<file path="config.mk">
export PLATFORM = sky130hd
export DESIGN_NAME = mem_port_arbiter
export DESIGN_NICKNAME = d
export VERILOG_FILES = /design/src/rtl/mem_arb_pkg.sv /design/src/rtl/mem_arb_rr.sv /design/src/rtl/mem_port_arbiter.sv
export SDC_FILE = /design/constraint.sdc
export NUM_CORES = 1
export LEC_CHECK = 0
export CAP_MARGIN = 10
export CORE_MARGIN = 1.5
export CORE_UTILIZATION = 40
export DETAILED_ROUTE_END_ITERATION = 16
export PLACE_DENSITY = 0.9
export SKIP_LAST_GASP = 1
export SLEW_MARGIN = 20
export SYNTH_ARGS = -nofsm -noshare
export SYNTH_HDL_FRONTEND = slang
export SYNTH_HIERARCHICAL = 1
export SYNTH_SLANG_ARGS = --single-unit
</file>
<file path="constraint.sdc">
create_clock -name B_CLK -period 6.34 [get_ports B_CLK]
set_input_delay 1.268 -clock B_CLK [delete_from_list [all_inputs] [get_ports B_CLK]]
set_output_delay 1.268 -clock B_CLK [all_outputs]
set_load 0.005 [all_outputs]
</file>
<file path="src/rtl/mem_arb_pkg.sv">
// Shared types for the memory port arbiter: FSM encoding, grant identifiers
// and the default memory-acknowledge timeout.
package mem_arb_pkg;

  typedef enum logic [1:0] {
    IDLE = 2'd0,
    BUSY = 2'd1,
    RESP = 2'd2
  } arb_state_t;

  typedef enum logic {
    GNT_IC = 1'b0,
    GNT_DC = 1'b1
  } gnt_id_t;

  localparam int unsigned TO_CYC_DEFAULT = 255;

endpackage

</file>
<file path="src/rtl/mem_arb_rr.sv">
// Two-way round-robin picker: a lone requester wins outright, a tie goes to
// the requester that was not granted last. Purely combinational.
module mem_arb_rr
  import mem_arb_pkg::*;
(
  input  logic [1:0] req,
  input  gnt_id_t    last,
  output logic [1:0] gnt,
  output gnt_id_t    gnt_id
);

  // NOTE: every output gets a default before the case so no latch is inferred.
  always_comb begin
    gnt_id = last;
    gnt    = 2'b00;
    case (req)
      2'b01:   gnt_id = GNT_IC;
      2'b10:   gnt_id = GNT_DC;
      2'b11:   gnt_id = (last == GNT_IC) ? GNT_DC : GNT_IC;
      default: gnt_id = last;
    endcase
    if (req != 2'b00) gnt = (gnt_id == GNT_DC) ? 2'b10 : 2'b01;
  end

endmodule

</file>
<file path="src/rtl/mem_port_arbiter.sv">
// Shares one memory port between the I-cache refill and D-cache paths, one
// single-word transaction at a time. Optional MEM_ACK timeout: ARB_TIMEOUT_EN.
module mem_port_arbiter
  import mem_arb_pkg::*;
#(
  parameter int unsigned AW     = 32,
  parameter int unsigned DW     = 32,
  parameter int unsigned TO_CYC = TO_CYC_DEFAULT
) (
  input  logic          B_CLK,
  input  logic          RST,
  input  logic          IC_REQ,
  input  logic [AW-1:0] IC_ADDR,
  output logic [DW-1:0] IC_RDATA,
  output logic          IC_ACK,
  input  logic          DC_REQ,
  input  logic          DC_WE,
  input  logic [AW-1:0] DC_ADDR,
  input  logic [DW-1:0] DC_WDATA,
  output logic [DW-1:0] DC_RDATA,
  output logic          DC_ACK,
  output logic          MEM_REQ,
  output logic          MEM_WE,
  output logic [AW-1:0] MEM_ADDR,
  output logic [DW-1:0] MEM_WDATA,
  input  logic [DW-1:0] MEM_RDATA,
  input  logic          MEM_ACK,
  output logic          ARB_ERR
);

  arb_state_t    state_q, state_d;
  gnt_id_t       last_q, last_d;
  logic [1:0]    rr_gnt;
  gnt_id_t       rr_gnt_id;
  logic          to_expire;

  logic          mem_req_d, mem_we_d, ic_ack_d, dc_ack_d;
  logic [AW-1:0] mem_addr_d;
  logic [DW-1:0] mem_wdata_d, ic_rdata_d, dc_rdata_d, rsp_data;

  mem_arb_rr u_rr (
    .req    ({DC_REQ, IC_REQ}),
    .last   (last_q),
    .gnt    (rr_gnt),
    .gnt_id (rr_gnt_id)
  );

  // NOTE: sequential state uses non-blocking assignments only.
  always_ff @(posedge B_CLK or posedge RST) begin
    if (RST) begin
      state_q <= IDLE;
      last_q  <= GNT_DC;
    end else begin
      state_q <= state_d;
      last_q  <= last_d;
    end
  end

  // last_q doubles as the owner of the transaction in flight.
  always_comb begin
    state_d     = state_q;
    last_d      = last_q;
    mem_req_d   = MEM_REQ;
    mem_we_d    = MEM_WE;
    mem_addr_d  = MEM_ADDR;
    mem_wdata_d = MEM_WDATA;
    ic_rdata_d  = IC_RDATA;
    dc_rdata_d  = DC_RDATA;
    ic_ack_d    = 1'b0;
    dc_ack_d    = 1'b0;
    rsp_data    = MEM_ACK ? MEM_RDATA : '0;
    case (state_q)
      IDLE: begin
        if (rr_gnt != 2'b00) begin
          last_d    = rr_gnt_id;
          mem_req_d = 1'b1;
          state_d   = BUSY;
          if (rr_gnt[1]) begin
            mem_we_d    = DC_WE;
            mem_addr_d  = DC_ADDR;
            mem_wdata_d = DC_WDATA;
          end else begin
            mem_we_d    = 1'b0;
            mem_addr_d  = IC_ADDR;
            mem_wdata_d = '0;
          end
        end
      end
      BUSY: begin
        // MEM_ACK on the expiry edge still completes normally with real data.
        if (MEM_ACK || to_expire) begin
          mem_req_d = 1'b0;
          state_d   = RESP;
          if (last_q == GNT_DC) begin
            dc_ack_d   = 1'b1;
            dc_rdata_d = rsp_data;
          end else begin
            ic_ack_d   = 1'b1;
            ic_rdata_d = rsp_data;
          end
        end
      end
      RESP:    state_d = IDLE;
      default: state_d = IDLE;
    endcase
  end

  always_ff @(posedge B_CLK or posedge RST) begin
    if (RST) begin
      MEM_REQ   <= 1'b0;
      MEM_WE    <= 1'b0;
      MEM_ADDR  <= '0;
      MEM_WDATA <= '0;
      IC_RDATA  <= '0;
      DC_RDATA  <= '0;
      IC_ACK    <= 1'b0;
      DC_ACK    <= 1'b0;
    end else begin
      MEM_REQ   <= mem_req_d;
      MEM_WE    <= mem_we_d;
      MEM_ADDR  <= mem_addr_d;
      MEM_WDATA <= mem_wdata_d;
      IC_RDATA  <= ic_rdata_d;
      DC_RDATA  <= dc_rdata_d;
      IC_ACK    <= ic_ack_d;
      DC_ACK    <= dc_ack_d;
    end
  end

`ifdef ARB_TIMEOUT_EN
  localparam int unsigned CNT_W = $clog2(TO_CYC + 1);
  logic [CNT_W-1:0] to_cnt_q;

  // Counts completed BUSY cycles; expiry is the edge ending the TO_CYC-th one.
  always_ff @(posedge B_CLK or posedge RST) begin
    if (RST)                  to_cnt_q <= '0;
    else if (state_q != BUSY) to_cnt_q <= '0;
    else                      to_cnt_q <= to_cnt_q + 1'b1;
  end

  assign to_expire = (state_q == BUSY) && (to_cnt_q == CNT_W'(TO_CYC - 1));

  always_ff @(posedge B_CLK or posedge RST) begin
    if (RST) ARB_ERR <= 1'b0;
    else     ARB_ERR <= to_expire && !MEM_ACK;
  end
`else
  assign to_expire = 1'b0;
  assign ARB_ERR   = 1'b0;
`endif

endmodule

</file>
==> impl_metrics.prom, run 1 <==
# TYPE chip_impl_metric gauge
chip_impl_info{name="rsz0062_at_grt",value="false"} 1
chip_impl_metric{name="critical_path_peak_fanout",unit=""} 48
chip_impl_metric{name="pwr-share-comb",unit=""} 0.415
chip_impl_metric{name="drt.antenna.violating_nets",unit=""} 0
chip_impl_metric{name="post-cts-setup-buffers",unit=""} 0
chip_impl_info{name="synth_top_family_by_area",value="multiplexers"} 1
chip_impl_metric{name="detailed_place_hpwl",unit="um"} 10300
chip_impl_metric{name="cp_slowest_stage_delay",unit="ps"} 570
chip_impl_info{name="cts_tree",value="done"} 1
chip_impl_metric{name="antenna_found_initial",unit=""} 0
chip_impl_metric{name="core_area",unit="mm^2"} 0.0132
chip_impl_metric{name="layout.cell_area.non_filler",unit="mm^2"} 0.00873
chip_impl_metric{name="chipWidth",unit="um"} 119
chip_impl_metric{name="clock_power_share",unit=""} 0.220
chip_impl_info{name="timing.critical_path.cells",value="clkdlybuf4s50_1, a21boi_4, buf_4, o21ai_4, buf_4, mux2_2"} 1
chip_impl_info{name="worst_hold_path_type",value="reg2reg"} 1
chip_impl_metric{name="maxClockFrequency",unit="MHz"} 295
chip_impl_metric{name="post_synth_inst_count",unit=""} 338
chip_impl_metric{name="setup_total_negative_slack",unit="ps"} 0
chip_impl_metric{name="cts.clk_slew.worst_paths",unit="ps"} 50
chip_impl_metric{name="dr.first_iter.drc_count",unit=""} 145
chip_impl_metric{name="ir_drop",unit="V"} 0.000301
chip_impl_metric{name="nets",unit=""} 737
chip_impl_metric{name="synthXorXnorAreaFrac",unit=""} 0
chip_impl_metric{name="drcViolationCount",unit=""} 0
chip_impl_metric{name="wl_per_cell",unit="um"} 17.8
chip_impl_metric{name="syn_avg_cell_area",unit="um^2"} 16.0
chip_impl_metric{name="ys_seq_elements",unit=""} 135
chip_impl_metric{name="fraction_of_the_core_area_covered_by_cells_at_the_end_of_the_flow",unit=""} 0.662
chip_impl_metric{name="postLayoutSetupSlackWorst",unit="ps"} 2950
chip_impl_metric{name="post_synth_mux_area_share",unit=""} 0.269
chip_impl_metric{name="yosys.area_share.simple",unit=""} 0.0146
chip_impl_metric{name="synthesis.nets",unit=""} 472
chip_impl_metric{name="routed_wl",unit="um"} 14100
chip_impl_metric{name="timing_worst_slew_pin_value",unit="ps"} 987
chip_impl_metric{name="cts.sinks",unit=""} 135
chip_impl_metric{name="place_area",unit="mm^2"} 0.00816
chip_impl_info{name="crit_path_end_kind",value="register"} 1
chip_impl_metric{name="setup_viol_count_final",unit=""} 0
chip_impl_metric{name="area_growth_from_synthesis_to_final_layout",unit="%"} 61.8
chip_impl_metric{name="floorplan.io_pins",unit=""} 267
chip_impl_metric{name="yosys.cell_types.count",unit=""} 22
chip_impl_metric{name="replace_congestion",unit=""} 0.777
chip_impl_metric{name="grt_max_degree",unit=""} 82
chip_impl_info{name="status",value="finished, final reports clean"} 1
chip_impl_metric{name="synth.yosys.seq_area_share",unit=""} 0.626
chip_impl_metric{name="arrival",unit="ps"} 3680
chip_impl_metric{name="fp.dieArea",unit="mm^2"} 0.0142
chip_impl_metric{name="filler_cell_count",unit=""} 954
chip_impl_metric{name="timing.max_slew.rel_slack",unit=""} 0.340
chip_impl_metric{name="grt_util_all_layers",unit=""} 0.203
chip_impl_info{name="critical_path.startpoint",value="IC_REQ"} 1
chip_impl_metric{name="detailedRoute.firstPassIterationCount",unit=""} 4
chip_impl_metric{name="timing_hold_violations_final",unit=""} 0
chip_impl_info{name="clockRootBuffer",value="sky130_fd_sc_hd__clkbuf_16"} 1
chip_impl_metric{name="overflow",unit=""} 0
chip_impl_metric{name="grt_first_pass_wirelength",unit="um"} 22000
chip_impl_info{name="worst_hold_startpoint",value="DC_RDATA[16]$_DFFE_PP0P_"} 1
chip_impl_info{name="cp-start-kind",value="primary input"} 1
chip_impl_metric{name="clockBufferDepth",unit=""} 2
chip_impl_metric{name="required",unit="ps"} 6630
chip_impl_metric{name="htreeDepth",unit=""} 4
chip_impl_metric{name="p_leak",unit="uW"} 0.00368
chip_impl_metric{name="finalMaxSlewViolations",unit=""} 0
chip_impl_metric{name="place.port_buffers",unit=""} 265
chip_impl_info{name="crit_family",value="buffers and inverters"} 1
chip_impl_metric{name="routed_via_density",unit=""} 4.85
chip_impl_metric{name="cap_violations",unit=""} 0
chip_impl_info{name="top_cell_by_count_worst_path",value="sky130_fd_sc_hd__buf_4"} 1
chip_impl_metric{name="yosysWarnings",unit=""} 6
chip_impl_metric{name="detailedPlace.worstSlack",unit="ps"} 2560
chip_impl_info{name="critical-path-slowest-cell",value="sky130_fd_sc_hd__buf_4"} 1
chip_impl_metric{name="worstPathBufferInverterCount",unit=""} 3
chip_impl_metric{name="post_route_cells_drive_above_1_share",unit=""} 0.224
chip_impl_metric{name="hold_ws",unit="ps"} 487
chip_impl_metric{name="final_min_period_over_clock_period",unit=""} 0.535
chip_impl_metric{name="complex_gate_fraction_of_the_synthesized_area",unit=""} 0.0584
chip_impl_metric{name="num_antenna_cells",unit=""} 0
chip_impl_metric{name="yosys.area_share.adder",unit=""} 0
chip_impl_metric{name="final.min_clock_period",unit="ps"} 3390
chip_impl_metric{name="p_sw",unit="uW"} 1160
chip_impl_metric{name="post_synth_instance_area",unit="mm^2"} 0.00540
chip_impl_metric{name="share_seq_of_total_power",unit=""} 0.365
chip_impl_info{name="timing.setup.critical_path_class",value="in2reg"} 1
chip_impl_metric{name="post_cts.resized_instances",unit=""} 0
chip_impl_metric{name="cts_buffers",unit=""} 17
chip_impl_metric{name="num_vias",unit=""} 3840
chip_impl_metric{name="worstSkewPairLatency",unit="ps"} 410
chip_impl_info{name="critical_path.reg2reg.startpoint",value="last_q$_DFFE_PP1P_"} 1
chip_impl_metric{name="die_h",unit="um"} 119
chip_impl_metric{name="sw_frac_of_total",unit=""} 0.273
chip_impl_metric{name="finClkSkew",unit="ps"} 3.55
chip_impl_metric{name="floorplan.initialDensity",unit=""} 0.409
chip_impl_metric{name="row_count",unit=""} 42
chip_impl_info{name="layout_common_cells",value="sky130_fd_sc_hd__clkdlybuf4s50_1 (265), sky130_fd_sc_hd__dfrtp_1 (134), sky130_fd_sc_hd__mux2_2 (99)"} 1
chip_impl_metric{name="internal-power",unit="uW"} 3090
chip_impl_metric{name="hold_buffer_count_at_cts",unit=""} 0
chip_impl_metric{name="powerDensity",unit="mW/mm^2"} 488
chip_impl_metric{name="first_global_vias",unit=""} 4226
chip_impl_info{name="final_common_cell",value="sky130_fd_sc_hd__clkdlybuf4s50_1"} 1
==> stage by stage <==
stage / power [uW] / cells
after CTS: 4310 / 792
final: 4260 / 792
after floorplan: 2230 / 338
after detailed placement: 3350 / 760
after global routing: 4490 / 792
after global placement: 3260 / 760
==> cells in the mapped netlist <==
cell | n | area [um^2]
sky130_fd_sc_hd__buf_2 | 8 | 40.0
sky130_fd_sc_hd__nor2_1 | 1 | 3.75
sky130_fd_sc_hd__nor2_4 | 1 | 11.3
sky130_fd_sc_hd__conb_1 | 1 | 3.75
sky130_fd_sc_hd__dfrtp_1 | 134 | 3350
sky130_fd_sc_hd__nand2b_1 | 2 | 12.5
sky130_fd_sc_hd__buf_6 | 3 | 33.8
sky130_fd_sc_hd__dfstp_2 | 1 | 26.3
sky130_fd_sc_hd__a21boi_0 | 1 | 7.51
sky130_fd_sc_hd__nand3b_4 | 1 | 20.0
sky130_fd_sc_hd__inv_2 | 1 | 3.75
sky130_fd_sc_hd__clkbuf_1 | 1 | 3.75
sky130_fd_sc_hd__o21ai_0 | 2 | 10.0
sky130_fd_sc_hd__and2_1 | 2 | 12.5
sky130_fd_sc_hd__mux2_2 | 99 | 1110
sky130_fd_sc_hd__nand2_4 | 1 | 11.3
sky130_fd_sc_hd__mux2_1 | 30 | 338
sky130_fd_sc_hd__o21ai_2 | 1 | 8.76
sky130_fd_sc_hd__a22o_1 | 33 | 289
sky130_fd_sc_hd__inv_1 | 3 | 11.3
sky130_fd_sc_hd__buf_4 | 10 | 75.1
sky130_fd_sc_hd__nand2_1 | 2 | 7.51
==> kinds of logic (layout without fill, tap and decap cells) <==
logic type	Yosys count	count (layout)
DFF	135	135
muxes	129	129
AOI/OAI and AO/OA	37	37
buffers and inverters	26	304
and+or+nand+nor	10	10
other	1	1
==> layout make-up <==
cell class	count	area, um^2	area share
clock buffers	24	472	0.0540
flip-flops and latches	135	3380	0.387
clock inverters	8	97.6	0.0112
well taps	176	220	0.0252
multi-input cells	177	1870	0.214
repair buffers	268	2680	0.306
inverters	4	17.5	0.00201
==> state kept, by name, summed over array words and instances, names as in the netlist <==
signal	count
last_q	1
MEM_ADDR	32
DC_ACK	1
DC_RDATA	32
MEM_WE	1
IC_RDATA	32
state_q	2
IC_ACK	1
MEM_REQ	1
MEM_WDATA	32
==> final timing paths <==
check                                            to  slack, ps  depth (start not counted)
setup / recovery            MEM_ADDR[3]$_DFFE_PP0P_       2950                          6
hold / removal             DC_RDATA[16]$_DFFE_PP0P_        490                          1
hold reg to reg            DC_RDATA[16]$_DFFE_PP0P_        490                          1
min in group asynchronous   DC_RDATA[6]$_DFFE_PP0P_       1440                          2
setup reg to reg            MEM_ADDR[3]$_DFFE_PP0P_       3700                          5
max in group asynchronous  IC_RDATA[13]$_DFFE_PP0P_       3660                          3
==> power by group through the flow <==
stage	Sequential [uW]	Clock, uW	Combinational, uW
after global routing	1610	997	1880
after detailed placement	1570	0	1780
final	1550	938	1770
after floorplan	1560	0	666
after CTS	1560	957	1800
after global placement	1530	0	1730
==> per-layer routing <==
layer,vias up,share of wire,global-route usage,routed length (um)
li1,1753,-,-,-
met1,1862,0.37,0.216,5190
met3,20,0.10,0.0843,1440
met5,-,0,0,0
met2,205,0.51,0.360,7260
met4,0,0.017,0.0715,242
Power figures use the tool's default switching activity.
==> run 2, diff against run 1 <==
==> constraint.sdc (replaced) <==
create_clock -name B_CLK -period 3.2 [get_ports B_CLK]
set_input_delay 0.64 -clock B_CLK [delete_from_list [all_inputs] [get_ports B_CLK]]
set_output_delay 0.64 -clock B_CLK [all_outputs]
set_load 0.005 [all_outputs]
==> impl_metrics.prom, run 2 (synthesis gave the netlist of run 1 again) <==
# TYPE chip_impl_metric gauge
chip_impl_metric{name="maxClockFrequency",unit="MHz"} 458
chip_impl_metric{name="post_route_cells_drive_above_1_share",unit=""} 0.231
chip_impl_info{name="layout_common_cells",value="sky130_fd_sc_hd__clkdlybuf4s50_1 (265), sky130_fd_sc_hd__dfrtp_1 (134), sky130_fd_sc_hd__mux2_2 (99)"} 1
chip_impl_metric{name="fp.dieArea",unit="mm^2"} 0.0142
chip_impl_info{name="clockRootBuffer",value="sky130_fd_sc_hd__clkbuf_16"} 1
chip_impl_metric{name="critical_path_peak_fanout",unit=""} 32
chip_impl_metric{name="grt_util_all_layers",unit=""} 0.209
chip_impl_metric{name="first_global_vias",unit=""} 4366
chip_impl_metric{name="grt_first_pass_wirelength",unit="um"} 22900
chip_impl_metric{name="place.port_buffers",unit=""} 265
chip_impl_metric{name="hold_buffer_count_at_cts",unit=""} 0
chip_impl_info{name="final_common_cell",value="sky130_fd_sc_hd__clkdlybuf4s50_1"} 1
chip_impl_metric{name="htreeDepth",unit=""} 4
chip_impl_metric{name="num_antenna_cells",unit=""} 0
chip_impl_metric{name="dr.first_iter.drc_count",unit=""} 159
chip_impl_metric{name="cap_violations",unit=""} 0
chip_impl_info{name="reg2reg_to",value="MEM_ADDR[22]$_DFFE_PP0P_"} 1
chip_impl_metric{name="detailedRoute.firstPassIterationCount",unit=""} 4
chip_impl_metric{name="ff2ff_path_depth",unit=""} 4
chip_impl_metric{name="post-cts-setup-buffers",unit=""} 0
chip_impl_metric{name="detailed_place_hpwl",unit="um"} 10200
chip_impl_info{name="timing.critical_path.to",value="MEM_ADDR[22]$_DFFE_PP0P_"} 1
chip_impl_metric{name="core_area",unit="mm^2"} 0.0132
chip_impl_metric{name="wl_per_cell",unit="um"} 18.2
chip_impl_info{name="critical-path-slowest-cell",value="sky130_fd_sc_hd__clkdlybuf4s50_1"} 1
chip_impl_metric{name="place_area",unit="mm^2"} 0.00821
chip_impl_metric{name="timing.max_slew.rel_slack",unit=""} 0.493
chip_impl_metric{name="overflow",unit=""} 0
chip_impl_info{name="worst_hold_path_type",value="reg2reg"} 1
chip_impl_metric{name="post_cts.resized_instances",unit=""} 0
chip_impl_metric{name="floorplan.io_pins",unit=""} 267
chip_impl_metric{name="chipWidth",unit="um"} 119
chip_impl_info{name="rsz0062_at_grt",value="false"} 1
chip_impl_info{name="cp-start-kind",value="primary input"} 1
chip_impl_metric{name="required",unit="ps"} 3490
chip_impl_metric{name="cts.clk_slew.worst_paths",unit="ps"} 50
chip_impl_metric{name="routed_wl",unit="um"} 14500
chip_impl_metric{name="ir_drop",unit="V"} 0.000648
chip_impl_info{name="cts_tree",value="done"} 1
chip_impl_metric{name="drcViolationCount",unit=""} 0
chip_impl_metric{name="setup_viol_count_final",unit=""} 0
chip_impl_metric{name="finClkSkew",unit="ps"} 7.10
chip_impl_info{name="crit_path_end_kind",value="register"} 1
chip_impl_metric{name="powerDensity",unit="mW/mm^2"} 980
chip_impl_info{name="critical_path.startpoint",value="DC_REQ"} 1
chip_impl_metric{name="antenna_found_initial",unit=""} 0
chip_impl_info{name="status",value="finished, final reports clean"} 1
chip_impl_metric{name="cts_buffers",unit=""} 17
chip_impl_metric{name="cp_slowest_stage_delay",unit="ps"} 490
chip_impl_info{name="top_cell_by_count_worst_path",value="sky130_fd_sc_hd__mux2_2"} 1
chip_impl_metric{name="p_leak",unit="uW"} 0.00373
chip_impl_metric{name="rrSetupSlack",unit="ps"} 1320
chip_impl_metric{name="final_min_period_over_clock_period",unit=""} 0.682
chip_impl_metric{name="timing_worst_slew_pin_value",unit="ps"} 760
chip_impl_metric{name="finalMaxSlewViolations",unit=""} 0
chip_impl_metric{name="instances_no_fill",unit=""} 795
chip_impl_metric{name="drt.antenna.violating_nets",unit=""} 0
chip_impl_metric{name="layout.cell_area.non_filler",unit="mm^2"} 0.00884
chip_impl_metric{name="timing_hold_violations_final",unit=""} 0
chip_impl_metric{name="clockBufferDepth",unit=""} 2
chip_impl_metric{name="row_count",unit=""} 42
chip_impl_metric{name="postLayoutSetupSlackWorst",unit="ps"} 1020
chip_impl_metric{name="post-layout-total-power",unit="uW"} 8660
chip_impl_metric{name="floorplan.initialDensity",unit=""} 0.409
chip_impl_metric{name="worstSkewPairLatency",unit="ps"} 410
chip_impl_metric{name="post-place-cells",unit=""} 763
chip_impl_metric{name="detailedPlace.worstSlack",unit="ps"} 595
chip_impl_metric{name="num_vias",unit=""} 3875
chip_impl_info{name="timing.setup.critical_path_class",value="in2reg"} 1
chip_impl_metric{name="arrival",unit="ps"} 2470
chip_impl_metric{name="area_growth_from_synthesis_to_final_layout",unit="%"} 63.8
chip_impl_metric{name="setup_total_negative_slack",unit="ps"} 0
chip_impl_metric{name="nets",unit=""} 740
chip_impl_metric{name="grt_max_degree",unit=""} 136
chip_impl_metric{name="filler_cell_count",unit=""} 920
chip_impl_info{name="timing.critical_path.cells",value="clkdlybuf4s50_1, a21boi_4, buf_4, mux2_2, mux2_2"} 1
chip_impl_metric{name="die_h",unit="um"} 119
chip_impl_metric{name="replace_congestion",unit=""} 0.730
chip_impl_info{name="critical_path.reg2reg.startpoint",value="last_q$_DFFE_PP1P_"} 1
chip_impl_metric{name="final.min_clock_period",unit="ps"} 2180
chip_impl_metric{name="routed_via_density",unit=""} 4.87
chip_impl_metric{name="cts.sinks",unit=""} 135
## run 2: layout make-up
| class | count | area [um^2] | area share |
|---|---|---|---|
| Sequential cell | 135 | 3380 | 0.382 |
| Clock inverter | 11 | 171 | 0.0194 |
| Timing Repair Buffer | 271 | 2720 | 0.308 |
| Clock buffer | 21 | 460 | 0.0521 |
| Multi-Input combinational cell | 177 | 1870 | 0.211 |
| Tap cell | 176 | 220 | 0.0249 |
| Inverter | 4 | 18.8 | 0.00212 |
## run 2: per-stage QoR
stage / util / hold WS, ps
after global placement: 0.622 / 462
final: 0.670 / 484
after detailed placement: 0.622 / 477
after floorplan: - / 468
after CTS: 0.670 / 491
after global routing: 0.670 / 515
## run 2: metal layers
layer	up-vias	wire, um	share of wire	global-route usage
li1	1754	-	-	-
met1	1899	5240	0.36	0.224
met2	196	7450	0.51	0.369
met3	26	1490	0.10	0.0805
met4	0	299	0.021	0.0851
met5	-	0	0	0
## run 2: report_power, final
group | internal, uW | switching, uW
Clock | 1350 | 719
Combinational | 2400 | 1130
Sequential | 2580 | 490
Total | 6320 | 2340
## run 2: worst min-delay path by stage
| stage | slack [ps] | depth (start not counted) | to | start |
|---|---|---|---|---|
| finish | 480 | 1 | DC_RDATA[17]$_DFFE_PP0P_ | DC_RDATA[17]$_DFFE_PP0P_ |
| floorplan | 470 | 2 | MEM_REQ$_DFFE_PP0P_ | MEM_REQ$_DFFE_PP0P_ |
| global placement | 460 | 2 | MEM_REQ$_DFFE_PP0P_ | MEM_REQ$_DFFE_PP0P_ |
| global route | 510 | 1 | MEM_WDATA[22]$_DFFE_PP0P_ | MEM_WDATA[22]$_DFFE_PP0P_ |
| detailed placement | 480 | 2 | MEM_REQ$_DFFE_PP0P_ | MEM_REQ$_DFFE_PP0P_ |
| CTS | 490 | 2 | MEM_REQ$_DFFE_PP0P_ | MEM_REQ$_DFFE_PP0P_ |
## run 2: critical path, delay by kind of cell
kind / cells / cell delay (ps)
buf+inv: 2 / 920
mux: 2 / 660
compound gates: 1 / 230
